### src/rtl/alu_share_arbiter.sv
// Round-robin arbiter sharing one EX-stage ALU between the issue port (0) and the debug port (1).
// Requests are registered before driving the ALU; results are held until the consumer takes them.
module alu_share_arbiter #(
    parameter int DATA_W = 8,
    parameter int OP_W = 5,
    parameter logic [OP_W-1:0] OP_MAX = 5'h11,
    parameter logic [OP_W-1:0] OP_IDLE = 5'h1F
) (
    input  logic              clk,
    input  logic              rst_n,
    input  logic              req0_valid,
    output logic              req0_ready,
    input  logic [OP_W-1:0]   req0_opcode,
    input  logic [DATA_W-1:0] req0_a,
    input  logic [DATA_W-1:0] req0_b,
    input  logic              req1_valid,
    output logic              req1_ready,
    input  logic [OP_W-1:0]   req1_opcode,
    input  logic [DATA_W-1:0] req1_a,
    input  logic [DATA_W-1:0] req1_b,
    output logic [OP_W-1:0]   alu_opcode,
    output logic [DATA_W-1:0] alu_a,
    output logic [DATA_W-1:0] alu_b,
    input  logic [DATA_W-1:0] alu_result,
    input  logic              alu_carry,
    output logic              rsp_valid,
    input  logic              rsp_ready,
    output logic              rsp_id,
    output logic [DATA_W-1:0] rsp_data,
    output logic              rsp_carry,
    output logic              rsp_err,
    output logic              busy
);

    typedef enum logic [1:0] {IDLE, EXEC, RESP} state_t;

    state_t            state;
    logic              last_gnt;
    logic              can_accept;
    logic              accept;
    logic              gnt_id;
    logic [OP_W-1:0]   sel_op;
    logic [DATA_W-1:0] sel_a;
    logic [DATA_W-1:0] sel_b;

    // A new request can be taken in IDLE, or in RESP once the current response is consumed.
    // Ready is forced low while reset is asserted so nothing is seen as accepted.
    always_comb begin
        can_accept = rst_n && ((state == IDLE) || ((state == RESP) && rsp_ready));
        gnt_id     = (req0_valid && req1_valid) ? ~last_gnt : req1_valid;
        accept     = can_accept && (req0_valid || req1_valid);
        req0_ready = accept && !gnt_id;
        req1_ready = accept && gnt_id;
        sel_op     = gnt_id ? req1_opcode : req0_opcode;
        sel_a      = gnt_id ? req1_a : req0_a;
        sel_b      = gnt_id ? req1_b : req0_b;
    end

    always_ff @(posedge clk or negedge rst_n) begin
        if (!rst_n) begin
            state      <= IDLE;
            last_gnt   <= 1'b1;
            alu_opcode <= OP_IDLE;
            alu_a      <= '0;
            alu_b      <= '0;
            rsp_valid  <= 1'b0;
            rsp_id     <= 1'b0;
            rsp_data   <= '0;
            rsp_carry  <= 1'b0;
            rsp_err    <= 1'b0;
            busy       <= 1'b0;
        end else begin
            case (state)
                IDLE: begin
                    if (accept) begin
                        alu_opcode <= sel_op;
                        alu_a      <= sel_a;
                        alu_b      <= sel_b;
                        rsp_id     <= gnt_id;
                        last_gnt   <= gnt_id;
                        busy       <= 1'b1;
                        state      <= EXEC;
                    end
                end
                EXEC: begin
                    alu_opcode <= OP_IDLE;
                    rsp_valid  <= 1'b1;
                    state      <= RESP;
                    if (alu_opcode > OP_MAX) begin
                        rsp_data  <= '0;
                        rsp_carry <= 1'b0;
                        rsp_err   <= 1'b1;
                    end else begin
                        rsp_data  <= alu_result;
                        rsp_carry <= alu_carry;
                        rsp_err   <= 1'b0;
                    end
                end
                RESP: begin
                    // The old response retires here even when a new request is accepted
                    if (rsp_ready) begin
                        rsp_valid <= 1'b0;
                        if (accept) begin
                            alu_opcode <= sel_op;
                            alu_a      <= sel_a;
                            alu_b      <= sel_b;
                            rsp_id     <= gnt_id;
                            last_gnt   <= gnt_id;
                            state      <= EXEC;
                        end else begin
                            busy  <= 1'b0;
                            state <= IDLE;
                        end
                    end
                end
                default: begin
                    alu_opcode <= OP_IDLE;
                    rsp_valid  <= 1'b0;
                    busy       <= 1'b0;
                    state      <= IDLE;
                end
            endcase
        end
    end

endmodule

### config.mk
export PLATFORM = sky130hd
export DESIGN_NAME = alu_share_arbiter
export DESIGN_NICKNAME = d
export VERILOG_FILES = /design/src/rtl/alu_share_arbiter.sv
export SDC_FILE = /design/constraint.sdc
export NUM_CORES = 1
export LEC_CHECK = 0
export BUFFER_PORTS_ARGS = -buffer_cell sky130_fd_sc_hd__buf_4
export CORE_MARGIN = 2
export CORE_UTILIZATION = 40
export CTS_CLUSTER_DIAMETER = 50
export DETAILED_ROUTE_END_ITERATION = 10
export PLACE_DENSITY = 0.81
export RECOVER_POWER = 100
export SYNTH_ARGS = -nofsm -noshare
export SYNTH_HDL_FRONTEND = slang
export SYNTH_SLANG_ARGS = --single-unit
### constraint.sdc
create_clock -name clk -period 1.7 [get_ports clk]
set_clock_uncertainty 0.15 [all_clocks]
set_input_delay 0.085 -clock clk [delete_from_list [all_inputs] [get_ports clk]]
set_output_delay 0.085 -clock clk [all_outputs]
set_load 0.02 [all_outputs]
; After elaboration in Yosys (flattened, before gate mapping)
; Cells that the tools add are included.
[totals]
regBits = 37
input_bits = 56
out_inout_bits = 36
elab_cells = 67
[classes]
magnitude_cmp = 1
n_eq_ne = 5
mux = 32
n_bitwise = 3
reduce_logical = 15
[ops]
columns = operator, n
row1 = $mux W8, 7
row2 = $pmux W8 S2, 2
row3 = $mux W5, 3
row4 = $mux W1, 12
row5 = $pmux W5 S2, 1
row6 = $logic_and A1 B1 Y1, 6
row7 = $ne A2 B2 Y1 const B, 3
row8 = $pmux W1 S3, 2
row9 = $pmux W2 S3, 1
row10 = $reduce_and A2 Y1, 3
row11 = $gt A5 B5 Y1 const B, 1
row12 = $mux W2, 2
row13 = $pmux W1 S2, 2
row14 = $reduce_and A4 Y1, 1
row15 = $not A1 Y1, 3
row16 = $eq A2 B1 Y1 const B, 1
row17 = $eq A2 B2 Y1 const B, 1
row18 = $logic_not A2 Y1, 1
row19 = $logic_or A1 B1 Y1, 2
row20 = $reduce_bool A2 Y1, 1
row21 = $logic_not A1 Y1, 1

; Logic depth before layout (Yosys ltp)
; Gate-level depths: netlist (run 1).
[depth]
word_depth = 8
mapped_depth = 6

; Worst setup path after synthesis (run 1)
; OpenSTA, ideal clock, no wires.
[synth_timing]
path_type = register to register
from = register last_gnt
to = register alu_a[7]
t_arrival_ns = 1.418
required_ns = 1.425
slack_ns = 0.007
path_stages_with_launch = 5
path_cell_list = dfstp_2 -> a21boi_2 -> buf_4 -> mux2_2 -> mux2_4
[synth_via]
elab_chain_len = 6
[synth_rtl]
columns = item, line
row1 = start: declaration, 38  ; logic last_gnt;
row2 = start signal: assignment, 80  ; last_gnt <= gnt_id;
row3 = start signal: assignment, 108  ; last_gnt <= gnt_id;
row4 = $not A1 Y1 *, 50  ; gnt_id = (req0_valid && req1_valid) ? ~last_gnt : req1_valid;
row5 = $mux W1 *, 50
row6 = $mux W8 *, 55  ; sel_a = gnt_id ? req1_a : req0_a;
row7 = $mux W8 *, "75, 103"
row8 = $mux W8, 101  ; if (rsp_ready) begin
row9 = $pmux W8 S2 *, 73  ; case (state)
row10 = end signal: assignment, 77  ; alu_a <= sel_a;
row11 = end signal: assignment, 105  ; alu_a <= sel_a;
row12 = end: declaration, 22  ; output logic [DATA_W-1:0] alu_a,
; Every way passes the cells marked *; elsewhere a longest branch is shown, timed or not. The select of a mux whose other input is x is not followed.
; A chain may end at the register's enable or synchronous reset.

; Final worst setup path (run 1)
[layout_timing]
from = register last_gnt
to = register alu_b[3]
[layout_via]
elab_chain_len = 6
[layout_rtl]
columns = item, line
row1 = $not A1 Y1 *, 50
row2 = $mux W1 *, 50
row3 = $mux W8 *, 56  ; sel_b = gnt_id ? req1_b : req0_b;
row4 = $mux W8 *, "75, 103"
row5 = $mux W8, 101
row6 = $pmux W8 S2 *, 73
row7 = end signal: assignment, 78  ; alu_b <= sel_b;
row8 = end signal: assignment, 106  ; alu_b <= sel_b;
row9 = end: declaration, 23  ; output logic [DATA_W-1:0] alu_b,
; Marked as above.

==> out/results.tsv, run 1 <==
stage	metric	value	unit
die	Die Y-Extent	69.4	um
drt	routed vias	1542	
placement	final estimated routing congestion in global placement	0.764	
synthesis	combined area of all synthesized cells	1710	um2
timing	hold_ws	14.0	ps
timing	setup repair after global routing missed its margin	false	
critical_path	crit start category	register	
drt	Top Layer Used	met4	
power_and_ir_drop	power after layout	3.30	mW
critical_path	Max FO, Critical Path	11	
synthesis	total of warnings raised by yosys	0	
drt	via count normalized by instance count	4.80	
drt	total wire length after detailed routing	4.95	mm
timing	number of pins exceeding their max-slew limit in the final report	0	
timing	final critical-path setup slack	63.7	ps
placement	HPWL after detailed placement	2.92	mm
timing	clock period minus final worst setup slack	1640	ps
hold_path	classification of the worst-slack hold path	input pin to register	
timing	period utilisation layout	0.963	
die	number of primary I/O pins	92	
drt	WL met3	336	um
critical_path	kind of capture point of the worst setup path	register	
grt	wire length of the first global-routing pass	8.20	mm
run_status	outcome	finished, final reports clean	
placement	total of buffers placed on input and output ports	91	
timing	number of setup violations in the final report	0	
clock_tree	clock tree from TritonCTS	built	
layout	number of standard cells in the layout, taps in and fillers out	321	
die	Std-Cell Core Area	4060	um2
synthesis	area fraction of the dominant cell type after synthesis	0.453	
die	die area	4820	um2
power_and_ir_drop	Pleak	1.34	nW
grt	largest net degree at the start of global routing	38	
drt	count of routing violations after the opening detailed-route iteration	26	
drt	first-pass iteration count of the detailed router	4	
timing	fmax	0.611	GHz
synthesis	post-synthesis sequential area ratio	0.545	
placement	placed inst area	2450	um2
die	die width	69.4	um
drt	Residual DRC	0	
placement	setup slack after placement	101	ps
layout	ANT cells	0	
synthesis	number of cells produced by synthesis	122	
critical_path	Arrival @ worst endpoint	1670	ps
synthesis	number of synthesized register bits	37	
grt	vias in the first global route	1782	
drt	detailed route wirelength on metal2	2.73	mm
layout	fraction of final layout cells with drive strength greater than 1	0.435	
clock_tree	clock tree root buffer cell	sky130_fd_sc_hd__clkbuf_8	
layout	post-route cell area	2940	um2
power_and_ir_drop	pwr/cell area	1120	nW/um2
synthesis	Post-synth EDFFs	0	
timing	worst-margin pin slew	901	ps
flow_run	number of max-cap violations	0	
layout	area overhead of the layout relative to synthesis	71.7	%
clock_tree	CTS sink count	37	
synthesis	synthesized area per cell	14.0	um2
layout	leading cell type in the layout, fill and taps excluded	sky130_fd_sc_hd__buf_4	
synthesis	most common flop cell mapped by yosys	sky130_fd_sc_hd__dfrtp_1	
die	initial cell density of the core	0.422	
timing	worst max-slew margin expressed relative to the limit	0.400	
timing	Fin. Hold Viols	0	
layout	post-route core utilization	0.725	
synthesis	Async S/R FF share, synth	1.00	
timing	setup total negative slack	0	ps
synthesis	Net Count, Synth	178	
clock_tree	CTS H-Tree Depth	2	
die	row count	23	
drt	antenna-violating nets left	0	
clock_tree	clock latency at the later pin of the worst-skew pair	300	ps
grt	total overflow reported by the global router	0	
layout	most frequent cells in the layout	64 x sky130_fd_sc_hd__buf_4, 46 x sky130_fd_sc_hd__dlygate4sd3_1, 32 x sky130_fd_sc_hd__mux2_2, 32 x sky130_fd_sc_hd__clkbuf_1, 31 x sky130_fd_sc_hd__dfrtp_1	
grt	total track usage	0.218	
critical_path	type of the worst setup path	register to register	
clock_tree	clock-pin slew on the worst setup and hold paths	80	ps
clock_tree	clk buf depth	2	
synthesis	leading area contributor after synthesis	sky130_fd_sc_hd__dfrtp_1	
clock_tree	CTS buffer count	5	
synthesis	Yosys cell types	26	
drt	wl on met1	1.80	mm
layout	nets	326	
grt	antenna violations before repair	0	
critical_path	data required time at the worst endpoint	1730	ps
drt	wire length per cell	15.4	um
power_and_ir_drop	Peak VDD IR	0.613	mV
synthesis	ranking of synthesized cells by area	sky130_fd_sc_hd__dfrtp_1 45%, sky130_fd_sc_hd__mux2_2 21%, sky130_fd_sc_hd__dfstp_2 9.2%	
placement	placed cell count	264	
==> critical path, cell delays in order, from the launching register on <==
cell and delay, ps:
sky130_fd_sc_hd__dfstp_2 380, sky130_fd_sc_hd__a21boi_2 160, sky130_fd_sc_hd__buf_4 220, sky130_fd_sc_hd__mux2_2 360, sky130_fd_sc_hd__mux2_2 260
==> power breakdown <==
part           switching (mW)  leakage (nW)  internal (mW)  total (mW)
sequential              0.157         0.438           1.15        1.31
clock                   0.337        0.0543          0.439       0.777
combinational           0.656         0.843          0.563        1.22
total                    1.15          1.34           2.15        3.30
==> cells in the mapped netlist, types with 2 or more instances <==
cell,n
sky130_fd_sc_hd__nor2_1,6
sky130_fd_sc_hd__buf_4,3
sky130_fd_sc_hd__a21oi_1,2
sky130_fd_sc_hd__mux2_2,32
sky130_fd_sc_hd__buf_6,2
sky130_fd_sc_hd__mux2i_1,10
sky130_fd_sc_hd__mux2_4,2
sky130_fd_sc_hd__nand2b_1,2
sky130_fd_sc_hd__nand2_1,2
sky130_fd_sc_hd__dfstp_2,6
sky130_fd_sc_hd__a22o_1,9
sky130_fd_sc_hd__inv_1,2
sky130_fd_sc_hd__dfrtp_1,31
==> cells by family (layout without fill, tap and decap cells) <==
group | Yosys count | count (layout) | synth area share
DFF | 37 | 37 | 0.545
muxes | 44 | 44 | 0.286
and+or+nand+nor | 16 | 17 | 0.0511
AOI/OAI and AO/OA | 16 | 16 | 0.0760
buffers and inverters | 9 | 157 | 0.0416
==> flip-flops by register name, indices dropped and copies added, names as in the netlist <==
signal	flops
alu_b	8
rsp_err	1
rsp_id	1
alu_opcode	5
rsp_valid	1
last_gnt	1
state	2
rsp_data	8
alu_a	8
rsp_carry	1
busy	1
==> final timing paths <==
check,end,slack (ps),startpoint,cells past startpoint
min,alu_a[0],10,req1_a[0],3
max reg2reg,alu_b[3],60,last_gnt,4
max in group asynchronous,alu_b[6],350,rst_n,3
min in group asynchronous,rsp_id,490,rst_n,3
max,alu_b[3],60,last_gnt,4
min reg2reg,rsp_valid,350,rsp_valid,1
==> what timing repair did <==
action                     CTS  global route
pin swaps                    1             0
gates cloned                 1             0
buffers inserted             0             3
hold endpoints to repair    60             0
hold buffers                46             0
setup endpoints to repair    2             9
resized for setup            3             2
==> area by class of cell <==
class | count | area (um2)
Tap cell | 50 | 62.6
Multi-Input combinational cell | 77 | 722
Clock buffer | 5 | 68.8
Sequential cell | 37 | 933
Timing Repair Buffer | 147 | 1100
Fill cell | 320 | 1120
Inverter | 2 | 7.51
Clock inverter | 3 | 46.3
==> per-layer routing <==
metal	vias up	GRT usage
li1	732	-
met1	735	0.222
met2	65	0.412
met3	10	0.0741
met4	0	0.0697
met5	-	0
Note: power is estimated with default switching activity, not from simulation.
==> inputs of run 2 (changes only) <==
--- a/config.mk
+++ b/config.mk
@@ -14,2 +14,3 @@
 export RECOVER_POWER = 100
+export SETUP_SLACK_MARGIN = 0.5
 export SYNTH_ARGS = -nofsm -noshare
--- a/constraint.sdc
+++ b/constraint.sdc
@@ -4,2 +4,2 @@
 set_output_delay 0.085 -clock clk [all_outputs]
-set_load 0.02 [all_outputs]
+set_load 0.05 [all_outputs]
==> out/results.tsv, run 2 (same netlist as run 1, synthesis figures left out) <==
stage	metric	value	unit
run_status	outcome	finished, final reports clean	
drt	count of routing violations after the opening detailed-route iteration	28	
placement	final estimated routing congestion in global placement	0.729	
critical_path	data required time at the worst endpoint	1720	ps
timing	number of setup violations in the final report	0	
grt	total track usage	0.211	
timing	setup repair after global routing missed its margin	true	
placement	setup slack after placement	85.2	ps
timing	fmax	0.617	GHz
placement	total of buffers placed on input and output ports	91	
die	Std-Cell Core Area	4060	um2
grt	largest net degree at the start of global routing	38	
drt	wire length per cell	16.3	um
layout	ANT cells	0	
critical_path	Max FO, Critical Path	17	
power_and_ir_drop	Peak VDD IR	0.782	mV
die	row count	23	
power_and_ir_drop	Pleak	1.36	nW
layout	FF+latch area	933	um2
drt	first-pass iteration count of the detailed router	4	
drt	antenna-violating nets left	0	
clock_tree	quantity of hold-fixing buffers added after cts	21	
layout	Largest regs	alu_a x8, alu_b x8, rsp_data x8	
clock_tree	clock tree from TritonCTS	built	
timing	setup total negative slack	0	ps
clock_tree	CTS buffer count	5	
clock_tree	CTS H-Tree Depth	2	
layout	most frequent cells in the layout	65 x sky130_fd_sc_hd__buf_4, 32 x sky130_fd_sc_hd__clkbuf_1, 31 x sky130_fd_sc_hd__dfrtp_1	
layout	area overhead of the layout relative to synthesis	68.7	%
grt	total overflow reported by the global router	0	
critical_path	kind of capture point of the worst setup path	register	
power_and_ir_drop	pwr/cell area	1340	nW/um2
clock_tree	clock latency at the later pin of the worst-skew pair	290	ps
timing	clock period minus final worst setup slack	1620	ps
drt	total wire length after detailed routing	5.03	mm
layout	fraction of final layout cells with drive strength greater than 1	0.527	
drt	routed vias	1547	
die	die width	69.4	um
grt	antenna violations before repair	0	
power_and_ir_drop	power after layout	3.86	mW
timing	Fin. Hold Viols	0	
flow_run	number of max-cap violations	0	
die	Die Y-Extent	69.4	um
critical_path	type of the worst setup path	register to register	
clock_tree	clk buf depth	2	
drt	via count normalized by instance count	5.02	
drt	detailed route wirelength on metal2	2.68	mm
layout	nets	313	
drt	Top Layer Used	met4	
layout	leading cell type in the layout, fill and taps excluded	sky130_fd_sc_hd__buf_4	
drt	wl on met1	1.91	mm
layout	Multi-input gate area	831	um2
drt	Residual DRC	0	
timing	worst-margin pin slew	896	ps
clock_tree	clock tree root buffer cell	sky130_fd_sc_hd__clkbuf_8	
critical_path	Arrival @ worst endpoint	1650	ps
clock_tree	CTS sink count	37	
clock_tree	clock-pin slew on the worst setup and hold paths	70	ps
die	number of primary I/O pins	92	
critical_path	crit start category	register	
grt	vias in the first global route	1664	
layout	FILL cells	305	
timing	worst max-slew margin expressed relative to the limit	0.403	
die	die area	4820	um2
drt	WL met3	319	um
timing	final critical-path setup slack	79.0	ps
grt	wire length of the first global-routing pass	8.01	mm
timing	period utilisation layout	0.954	
timing	number of pins exceeding their max-slew limit in the final report	0	
hold_path	classification of the worst-slack hold path	input pin to register	
die	initial cell density of the core	0.422	
placement	HPWL after detailed placement	2.97	mm
## run 2: critical path: stages, from the launching register on
cell,delay (ps)
sky130_fd_sc_hd__dfstp_2,380
sky130_fd_sc_hd__a21boi_4,190
sky130_fd_sc_hd__buf_12,180
sky130_fd_sc_hd__mux2_2,340
sky130_fd_sc_hd__mux2_4,260
## run 2: area by class of cell
class / instances / share of cell area
inverter: 2 / 0.00260
timing repair buffer: 132 / 0.337
tap: 50 / 0.0217
sequential: 37 / 0.323
clock buffer: 6 / 0.0251
clock inverter: 2 / 0.00346
multi-input combinational: 79 / 0.288
## run 2: repair_timing
item | CTS | global route
endpoints found under the hold margin | 51 | 4
pin swaps | 7 | 7
setup endpoints to repair | 42 | 42
cloned | 2 | 1
resized for setup | 19 | 11
setup buffers | 4 | 9
## run 2: worst paths after layout
check / start / endpoint / slack [ps] / cells after the start
max: last_gnt / alu_b[2] / 80 / 4
min: req1_b[3] / alu_b[3] / 4 / 3
max reg2reg: last_gnt / alu_b[2] / 80 / 4
min reg2reg: rsp_valid / rsp_valid / 360 / 1
max in group asynchronous: rst_n / rsp_id / 360 / 3
min in group asynchronous: rst_n / rsp_data[6] / 480 / 3
## run 2: metrics by stage
| step | utilization | hold slack, ps | cells | instance area (um2) |
|---|---|---|---|---|
| floorplan | - | -361 | 122 | 1810 |
| global placement | 0.625 | 32.9 | 263 | 2540 |
| detailed placement | 0.625 | 23.6 | 263 | 2540 |
| CTS | 0.726 | -4.43 | 298 | 2950 |
| global route | 0.712 | -9.19 | 308 | 2890 |
| finish | 0.712 | 4.02 | 308 | 2890 |
## run 2: power by group
| part | internal, mW | switching [mW] |
|---|---|---|
| Clock | 0.284 | 0.302 |
| Sequential | 1.16 | 0.166 |
| Combinational | 0.673 | 1.28 |
## run 2: layer usage
layer	up-vias	GRT usage
li1	709	-
met1	756	0.231
met2	68	0.382
met3	14	0.0712
met4	0	0.0675
met5	-	0
==> inputs of run 3 (changes only) <==
- CORE_UTILIZATION: 40 -> 44
- PLACE_DENSITY: 0.81 -> 0.84
- clock period: 1.7 -> 1.5 ns (I/O delays scaled with it)
==> out/results.tsv, run 3 (same netlist as run 1, synthesis figures left out) <==
stage	metric	value	unit
die	row count	22	
timing	worst max-slew margin expressed relative to the limit	0.383	
timing	Fin. Hold Viols	0	
critical_path	crit start category	register	
die	die width	66.4	um
clock_tree	clock tree from TritonCTS	built	
critical_path	Buf/Inv on CP	2	
grt	total track usage	0.298	
drt	first-pass iteration count of the detailed router	4	
placement	setup slack after placement	-79.1	ps
power_and_ir_drop	Peak VDD IR	1.03	mV
drt	routed vias	1746	
critical_path	kind of capture point of the worst setup path	primary output	
grt	vias in the first global route	1863	
timing	setup total negative slack	-4040	ps
die	number of primary I/O pins	92	
timing	hold_ws	0.763	ps
layout	ANT cells	0	
die	Std-Cell Core Area	3690	um2
critical_path	number of cells on the worst reg-to-reg path	5	
clock_tree	clk buf depth	2	
drt	Residual DRC	0	
placement	placed cell count	265	
layout	leading cell type in the layout, fill and taps excluded	sky130_fd_sc_hd__buf_4	
grt	largest net degree at the start of global routing	38	
timing	number of pins exceeding their max-slew limit in the final report	0	
die	initial cell density of the core	0.464	
layout	nets	333	
timing	clock period minus final worst setup slack	1710	ps
grt	total overflow reported by the global router	0	
power_and_ir_drop	pwr/cell area	1610	nW/um2
grt	wire length of the first global-routing pass	9.47	mm
critical_path	Setup crit start	state[0]	
run_status	failing checks	setup timing	
timing	worst-margin pin slew	925	ps
critical_path	Max FO, Critical Path	4	
critical_path	endpoint of the most critical register-to-register path	alu_a[2]	
hold_path	source of the worst hold timing path	req1_a[3]	
timing	setup repair after global routing missed its margin	true	
critical_path	Arrival @ worst endpoint	1480	ps
critical_path	cell family contributing the most delay on the critical path	simple AND/OR/NAND/NOR gates	
drt	count of routing violations after the opening detailed-route iteration	130	
critical_path	data required time at the worst endpoint	1270	ps
critical_path	Slowest-stage cell, CP	sky130_fd_sc_hd__dfrtp_1	
layout	most frequent cells in the layout	84 x sky130_fd_sc_hd__buf_4, 30 x sky130_fd_sc_hd__clkbuf_2, 29 x sky130_fd_sc_hd__dfrtp_1	
run_status	outcome	finished with violations	
placement	final estimated routing congestion in global placement	0.754	
layout	area overhead of the layout relative to synthesis	87.8	%
hold_path	worst hold path depth	3	
drt	antenna-violating nets left	0	
clock_tree	clock latency at the later pin of the worst-skew pair	290	ps
flow_run	number of max-cap violations	0	
drt	total wire length after detailed routing	7.23	mm
critical_path	largest stage delay on the critical path	440	ps
timing	number of setup violations in the final report	35	
clock_tree	clock-pin slew on the worst setup and hold paths	80	ps
clock_tree	CTS buffer count	5	
clock_tree	quantity of hold-fixing buffers added after cts	19	
critical_path	type of the worst setup path	register to primary output	
timing	period utilisation layout	1.14	
timing	final critical-path setup slack	-210	ps
clock_tree	clock tree root buffer cell	sky130_fd_sc_hd__clkbuf_8	
layout	FILL cells	166	
drt	wire length per cell	22.2	um
layout	number of standard cells in the layout, taps in and fillers out	326	
timing	fmax	0.585	GHz
layout	fraction of final layout cells with drive strength greater than 1	0.712	
die	Die Y-Extent	66.4	um
critical_path	worst r2r src	state[0]	
grt	antenna violations before repair	0	
critical_path	CP Depth	5	
drt	via count normalized by instance count	5.36	
critical_path	critical path cell sequence	nor2b_4 > and3_4 > buf_6 > and2_4 > buf_8	
critical_path	end of the critical path	req1_ready	
critical_path	register-to-register setup slack	-170	ps
clock_tree	CTS sink count	37	
layout	Largest regs	alu_a x8, alu_b x8, rsp_data x8	
placement	HPWL after detailed placement	3.16	mm
layout	post-route core utilization	0.872	
die	die area	4410	um2
hold_path	classification of the worst-slack hold path	input pin to register	
placement	total of buffers placed on input and output ports	91	
clock_tree	CTS H-Tree Depth	2	
power_and_ir_drop	Pleak	1.60	nW
## run 3: cell types whose count changed in the layout (fill, tap and decap cells not counted), moves of 9 or more
cell,change
sky130_fd_sc_hd__clkbuf_1,-31
sky130_fd_sc_hd__clkbuf_2,+26
sky130_fd_sc_hd__buf_4,+19
sky130_fd_sc_hd__buf_8,+9
## run 3: per-layer routing
metal  global-route usage  wire length [um]
met1                0.323              2680
met2                0.558              3740
met3               0.0818               569
met4               0.0867               254
met5                    0                 0
## run 3: what timing repair did
action | CTS | global route
hold endpoints to repair | 57 | 1
pin swaps | 9 | 7
gates resized for setup | 55 | 16
setup endpoints to repair | 73 | 73
gates cloned | 1 | 0
buffers inserted | 22 | 11
## run 3: layout make-up
type,instances,area (um2),area share
Clock inverter,3,46.3,0.0144
Inverter,2,7.51,0.00233
Timing Repair Buffer,154,1260,0.391
Multi-Input combinational cell,77,840,0.261
Sequential cell,37,936,0.291
Clock buffer,5,68.8,0.0214
Tap cell,48,60.1,0.0187
## run 3: worst reg2reg max path, delay by kind of cell, from the launching register on
family | cells | cell delay (ps)
buf+inv | 2 | 280
simple gates | 2 | 350
flops | 1 | 440
mux | 1 | 350
## run 3: how the worst min path moves through the flow
stage	endpoint	slack [ps]
final	alu_a[3]	0.8
after global routing	alu_b[2]	0.4
after CTS	alu_b[6]	-20
after detailed placement	alu_a[0]	20
after global placement	alu_a[0]	10
after floorplan	alu_a[0]	-370
## run 3: power by group
part | internal (mW) | total (mW) | switching, mW
Combinational | 1.11 | 2.74 | 1.63
Clock | 0.498 | 0.891 | 0.393
Sequential | 1.32 | 1.54 | 0.218
## run 3: metrics by stage
step	cell area (um2)	power, mW
6_report	3220	5.16
4_1_cts	3280	5.23
3_3_place_gp	2580	3.70
2_1_floorplan	1820	3.04
5_1_grt	3220	5.34
3_5_place_dp	2580	3.76
